$ cat src/rtl/lsu_pkg.sv
// Shared types for the load/store unit: RV32I access encodings, FSM states and byte-enable patterns.
package lsu_pkg;

  typedef enum logic [2:0] {
    LB  = 3'b000,
    LH  = 3'b001,
    LW  = 3'b010,
    LBU = 3'b100,
    LHU = 3'b101
  } f3_e;

  typedef enum logic [1:0] {
    IDLE = 2'b00,
    BUS  = 2'b01,
    DONE = 2'b10,
    ERR  = 2'b11
  } lsu_state_e;

  localparam logic [3:0] BE_BYTE = 4'b0001;
  localparam logic [3:0] BE_HALF = 4'b0011;
  localparam logic [3:0] BE_WORD = 4'b1111;

endpackage

$ cat src/rtl/lsu_align.sv
// Combinational lane steering: byte enables, replicated store data, extended load data
// and the per-access legality check for one 32-bit word.
module lsu_align
  import lsu_pkg::*;
(
  input  logic [2:0]  funct3_i,
  input  logic        is_store_i,
  input  logic [1:0]  lane_i,
  input  logic [31:0] wdata_i,
  input  logic [31:0] rdata_i,
  output logic [3:0]  be_o,
  output logic [31:0] st_data_o,
  output logic [31:0] ld_data_o,
  output logic        illegal_o
);

  logic [31:0] lane_s;

  assign lane_s = rdata_i >> {lane_i, 3'b000};

  // Decode access size/sign into enables, store lanes, load extension and legality.
  always_comb begin
    be_o      = 4'b0000;
    st_data_o = wdata_i;
    ld_data_o = rdata_i;
    illegal_o = 1'b0;
    case (funct3_i)
      LB: begin
        be_o      = BE_BYTE << lane_i;
        st_data_o = {4{wdata_i[7:0]}};
        ld_data_o = {{24{lane_s[7]}}, lane_s[7:0]};
      end
      LH: begin
        be_o      = BE_HALF << lane_i;
        st_data_o = {2{wdata_i[15:0]}};
        ld_data_o = {{16{lane_s[15]}}, lane_s[15:0]};
        illegal_o = lane_i[0];
      end
      LW: begin
        be_o      = BE_WORD;
        illegal_o = (lane_i != 2'b00);
      end
      // Unsigned encodings exist only for loads.
      LBU: begin
        be_o      = BE_BYTE << lane_i;
        ld_data_o = {24'h000000, lane_s[7:0]};
        illegal_o = is_store_i;
      end
      LHU: begin
        be_o      = BE_HALF << lane_i;
        ld_data_o = {16'h0000, lane_s[15:0]};
        illegal_o = is_store_i | lane_i[0];
      end
      default: begin
        be_o      = 4'b0000;
        illegal_o = 1'b1;
      end
    endcase
  end

endmodule

$ cat src/rtl/load_store_unit.sv
// Memory stage: runs one load or store per request over a req/ack word bus,
// stalling the core until the access completes.
module load_store_unit
  import lsu_pkg::*;
#(
  parameter int DATA_WIDTH = 32,
  parameter int ADDR_WIDTH = 32
) (
  input  logic                  clk,
  input  logic                  rst,
  input  logic                  mem_read,
  input  logic                  mem_write,
  input  logic [2:0]            funct3,
  input  logic [ADDR_WIDTH-1:0] ALUout,
  input  logic [DATA_WIDTH-1:0] wdata,
  output logic                  stall,
  output logic                  ld_valid,
  output logic [DATA_WIDTH-1:0] ld_data,
  output logic                  err,
  output logic                  bus_req,
  output logic                  bus_we,
  output logic [ADDR_WIDTH-1:0] bus_addr,
  output logic [3:0]            bus_be,
  output logic [DATA_WIDTH-1:0] bus_wdata,
  input  logic                  bus_ack,
  input  logic [DATA_WIDTH-1:0] bus_rdata
);

  lsu_state_e            state_q, state_d;
  logic [ADDR_WIDTH-1:0] addr_q;
  logic [1:0]            lane_q;
  logic [2:0]            f3_q;
  logic [3:0]            be_q;
  logic [DATA_WIDTH-1:0] wdata_q;
  logic                  we_q;
  logic [DATA_WIDTH-1:0] ld_data_q;

  logic [2:0]            sel_f3_s;
  logic [1:0]            sel_lane_s;
  logic                  sel_store_s;
  logic [3:0]            al_be_s;
  logic [DATA_WIDTH-1:0] al_st_s;
  logic [DATA_WIDTH-1:0] al_ld_s;
  logic                  al_illegal_s;
  logic                  launch_s;
  logic                  capture_s;
  logic                  stall_s;

  // Aligner sees the live request in IDLE and the latched access afterwards.
  always_comb begin
    if (state_q == IDLE) begin
      sel_f3_s    = funct3;
      sel_lane_s  = ALUout[1:0];
      sel_store_s = mem_write;
    end else begin
      sel_f3_s    = f3_q;
      sel_lane_s  = lane_q;
      sel_store_s = we_q;
    end
  end

  lsu_align u_align (
    .funct3_i  (sel_f3_s),
    .is_store_i(sel_store_s),
    .lane_i    (sel_lane_s),
    .wdata_i   (wdata),
    .rdata_i   (bus_rdata),
    .be_o      (al_be_s),
    .st_data_o (al_st_s),
    .ld_data_o (al_ld_s),
    .illegal_o (al_illegal_s)
  );

  // Next-state, stall and register-enable decode.
  always_comb begin
    state_d   = state_q;
    stall_s   = 1'b0;
    launch_s  = 1'b0;
    capture_s = 1'b0;
    case (state_q)
      IDLE: begin
        if (mem_read | mem_write) begin
          if ((mem_read & mem_write) | al_illegal_s) begin
            state_d = ERR;
          end else begin
            state_d  = BUS;
            stall_s  = 1'b1;
            launch_s = 1'b1;
          end
        end else begin
          state_d = IDLE;
        end
      end
      BUS: begin
        stall_s = 1'b1;
        if (bus_ack) begin
          state_d   = DONE;
          capture_s = ~we_q;
        end else begin
          state_d = BUS;
        end
      end
      DONE:    state_d = IDLE;
      ERR:     state_d = IDLE;
      default: state_d = IDLE;
    endcase
  end

  // State and access registers; reset abandons any in-flight bus cycle.
  always_ff @(posedge clk or posedge rst) begin
    if (rst) begin
      state_q   <= IDLE;
      addr_q    <= '0;
      lane_q    <= 2'b00;
      f3_q      <= 3'b000;
      be_q      <= 4'b0000;
      wdata_q   <= '0;
      we_q      <= 1'b0;
      ld_data_q <= '0;
    end else begin
      state_q <= state_d;
      if (launch_s) begin
        addr_q  <= {ALUout[ADDR_WIDTH-1:2], 2'b00};
        lane_q  <= ALUout[1:0];
        f3_q    <= funct3;
        be_q    <= al_be_s;
        wdata_q <= al_st_s;
        we_q    <= mem_write;
      end
      if (capture_s) begin
        ld_data_q <= al_ld_s;
      end
    end
  end

  assign stall     = stall_s;
  assign bus_req   = (state_q == BUS);
  assign bus_we    = we_q;
  assign bus_addr  = addr_q;
  assign bus_be    = be_q;
  assign bus_wdata = wdata_q;
  assign ld_valid  = (state_q == DONE) & ~we_q;
  assign err       = (state_q == ERR);
  assign ld_data   = ld_data_q;

endmodule
$ cat config.mk
export PLATFORM = sky130hd
export DESIGN_NAME = load_store_unit
export DESIGN_NICKNAME = d
export VERILOG_FILES = /design/src/rtl/lsu_pkg.sv /design/src/rtl/lsu_align.sv /design/src/rtl/load_store_unit.sv
export SDC_FILE = /design/constraint.sdc
export NUM_CORES = 1
export LEC_CHECK = 0
export CORE_UTILIZATION = 44
export CTS_CLUSTER_DIAMETER = 100
export CTS_CLUSTER_SIZE = 14
export DETAILED_ROUTE_END_ITERATION = 10
export PLACE_DENSITY = 0.91
export SYNTH_ARGS = -nofsm -noshare
export SYNTH_HDL_FRONTEND = slang
export SYNTH_SLANG_ARGS = --single-unit
$ cat constraint.sdc
create_clock -name clk -period 4.7 [get_ports clk]
set_input_delay 0.94 -clock clk [delete_from_list [all_inputs] [get_ports clk]]
set_output_delay 0.94 -clock clk [all_outputs]
set_load 0.02 [all_outputs]
==> out/metrics.csv <==
stage,metric,value,unit
run_status,status,"complete, but fails checks",
run_status,failed_checks,design-rule violations,
yosys,synth_common_cells,"dfrtp_1, mux2_1, nor2_1, mux2_2, a31oi_1",
layout,diodes,0,
timing,worst_pin_slew,1.24,ns
timing,fin_worst_skew,0.00594,ns
clock_network,worstSkewPairLatency,0.35,ns
setup_path,worstPathArrival,3.30,ns
clock_network,tritoncts,built,
worst_hold_path,hold_class,register to register,
detailed_routing,via_per_inst,5.73,
global_routing,antenna_found_initial,0,
setup_path,worstSetupStartpointType,primary input,
layout,final_util,0.662,
power_and_ir_drop,totalPowerFinal,5.71,mW
setup_path,critical_path.cell_chain,clkdlybuf4s50_1 > or4b_4 > o21ai_1 > a21oi_1 > and4_4 > o21ba_2 > clkdlybuf4s50_1,
setup_path,crit_type,primary input to primary output,
timing,layout_min_cycle_time,4.24,ns
clock_network,postCtsHoldBufs,0,
place,hpwlAfterDp,11100,µm
timing,rsz0062_at_grt,false,
yosys,synth_cell_types,49,
setup_path,crit_path_top_delay_cell,or4b_4,
timing,setup_slack,0.463,ns
setup_path,path_common_cell,clkdlybuf4s50_1,
yosys,synth-seq-cells,106,
layout,finalInstanceArea,7620,µm²
yosys,synth_edf_count,0,
yosys,synth_top_area_cell,dfrtp_1,
clock_network,cts_buffers,9,
yosys,synth_most_common_cell,dfrtp_1,
timing,period_share,0.901,
yosys,synth_area,5250,µm²
place,placedCellCount,763,
layout,finalNetCount,735,
setup_path,cp.required,3.76,ns
clock_network,cts.sinks,106,
layout,area_delta_synth_final,45.2,%
flow_run,maxCapViolations,0,
detailed_routing,wl,15100,µm
global_routing,met2_usage,0.433,
clock_network,cts_setup_buffers,0,
setup_path,max_stage_delay,0.59,ns
layout,fillers,841,
global_routing,grt_overflow,0,
detailed_routing,drt_first_pass_iters,10,
timing,fin_tns_setup,0,ns
layout,drive_gt1_frac,0.104,
floorplanning,core_area,11500,µm²
detailed_routing,drc_errors,20,
setup_path,endpoint_kind,primary output,
timing,whs,0.485,ns
yosys,synth_cells,436,
floorplanning,die_area,12400,µm²
detailed_routing,drt_iter0_markers,393,
global_routing,met3_usage,0.0492,
floorplanning,die_w,111,µm
clock_network,htree_levels,3,
global_routing,grt_max_degree,73,
global_routing,grtUsageTotal,0.248,
setup_path,cp_max_fo,5,
floorplanning,placementRows,39,
yosys,synthArstFlopShare,1.00,
power_and_ir_drop,max-vdd-ir-drop,0.369,mV
global_routing,gr-usage-met1,0.284,
yosys,syn_avg_cell_area,12.0,µm²
timing,timing.slew.headroom,0.170,
yosys,synth.area.top_cells,"dfrtp_1, mux2_1, mux2_2",
timing,hold_viol,0,
place,portBuffers,206,
timing,fmax,236,MHz
clock_network,clockBufferDepth,2,
detailed_routing,avgRoutedWirePerCell,19.5,µm
yosys,seq_area_frac_synth,0.505,
yosys,ys_warn_count,0,
power_and_ir_drop,p_leak,3.10,nW
place,gp_congestion,0.923,
global_routing,busiest_layer,met2,
detailed_routing,antenna_left,0,
clock_network,path_clk_slew,0.06,ns
timing,finalSetupViolCount,0,
power_and_ir_drop,powerDensity,749,nW/µm²
timing,finalMaxSlewViolations,0,
floorplanning,die_y,111,µm
detailed_routing,via_count,4447,
global_routing,grt_pass1_wl,24200,µm
layout,fin_cells,776,
floorplanning,io_pins,209,
clock_network,cts-resized-gates,0,
floorplanning,initial_core_util,0.456,
global_routing,grt_pass1_vias,4718,
yosys,synthFlopType,dfrtp_1,
place,placed_area,7360,µm²
clock_network,root_buffer,clkbuf_16,
yosys,netlist.area_leader.share,0.505,
place,pre_cts_ws,0.514,ns
[registers in the layout (all words and copies together), names as in the netlist]
| signal | count |
|---|---|
| bus_be | 4 |
| state_q | 2 |
| f3_q | 3 |
| ld_data | 32 |
| lane_q | 2 |
| bus_addr | 30 |
| bus_we | 1 |
| bus_wdata | 32 |
[report_power, final]
group / switching (mW) / total, mW / internal [mW] / leakage, nW
logic: 1.71 / 3.34 / 1.63 / 1.72
clock network: 0.314 / 0.694 / 0.380 / 0.128
registers: 0.290 / 1.67 / 1.38 / 1.26
[metal layers]
layer / wire (µm) / vias to the layer above
met5: 0 / -
met2: 7760 / 226
met4: 664 / 0
met3: 979 / 47
li1: - / 1985
met1: 5720 / 2189
[final timing paths]
path / startpoint / endpoint / slack [ns] / cells past startpoint
max in group asynchronous: rst / bus_addr[26]$_DFFE_PP0P_ / 2.80 / 3
worst max-delay path: funct3[1] / stall / 0.46 / 7
worst max register to register: state_q[0]$_DFF_PP0_ / ld_data[23]$_DFFE_PP0P_ / 1.42 / 7
worst min register to register: bus_wdata[21]$_DFFE_PP0P_ / bus_wdata[21]$_DFFE_PP0P_ / 0.48 / 1
min in group asynchronous: rst / bus_addr[17]$_DFFE_PP0P_ / 1.03 / 2
worst min-delay path: bus_wdata[21]$_DFFE_PP0P_ / bus_wdata[21]$_DFFE_PP0P_ / 0.48 / 1
[critical path, delay by kind of cell]
kind | cells | cell delay, ns
buf+inv | 2 | 1.06
simple gates | 2 | 0.78
compound gates | 3 | 0.51
[logic make-up after synthesis]
family,Yosys count,synth area share
multiplexers,108,0.236
flip-flops,106,0.505
AND/OR/NAND/NOR,97,0.0956
AO/OA/AOI/OAI,89,0.121
buffers and inverters,35,0.0417
other,1,0.000714
[area by class of cell]
type	instances	area, µm²	area share
flip-flops and latches	106	2650	0.348
multi-input cells	296	2390	0.314
repair buffers	214	2120	0.278
clock buffers	13	260	0.0341
well taps	143	179	0.0235
inverters	4	17.5	0.00230
[cell usage in the layout, fill, tap and decap left out, types with 2 or more instances in the layout]
| cell type | instances |
|---|---|
| clkdlybuf4s50_1 | 206 |
| dfrtp_1 | 106 |
| mux2_1 | 61 |
| nor2_1 | 33 |
| mux2_2 | 26 |
| a31oi_1 | 24 |
| nand2_1 | 22 |
| o21ai_0 | 14 |
| a21oi_1 | 13 |
| nor3b_1 | 12 |
| mux2i_1 | 11 |
| mux2_4 | 10 |
| clkbuf_16 | 9 |
| a221o_1 | 8 |
| buf_4 | 8 |
| a2bb2oi_1 | 7 |
| nor2b_1 | 7 |
| a222oi_1 | 7 |
| nand3_1 | 5 |
| and2_1 | 4 |
| inv_1 | 3 |
| nand2b_1 | 2 |
| o21ai_1 | 2 |
| nor4_1 | 2 |
| nor3b_2 | 2 |
| a21o_1 | 2 |
| conb_1 | 2 |
| clkbuf_8 | 2 |
| clkbuf_1 | 2 |
(Power assumes the default switching activity.)
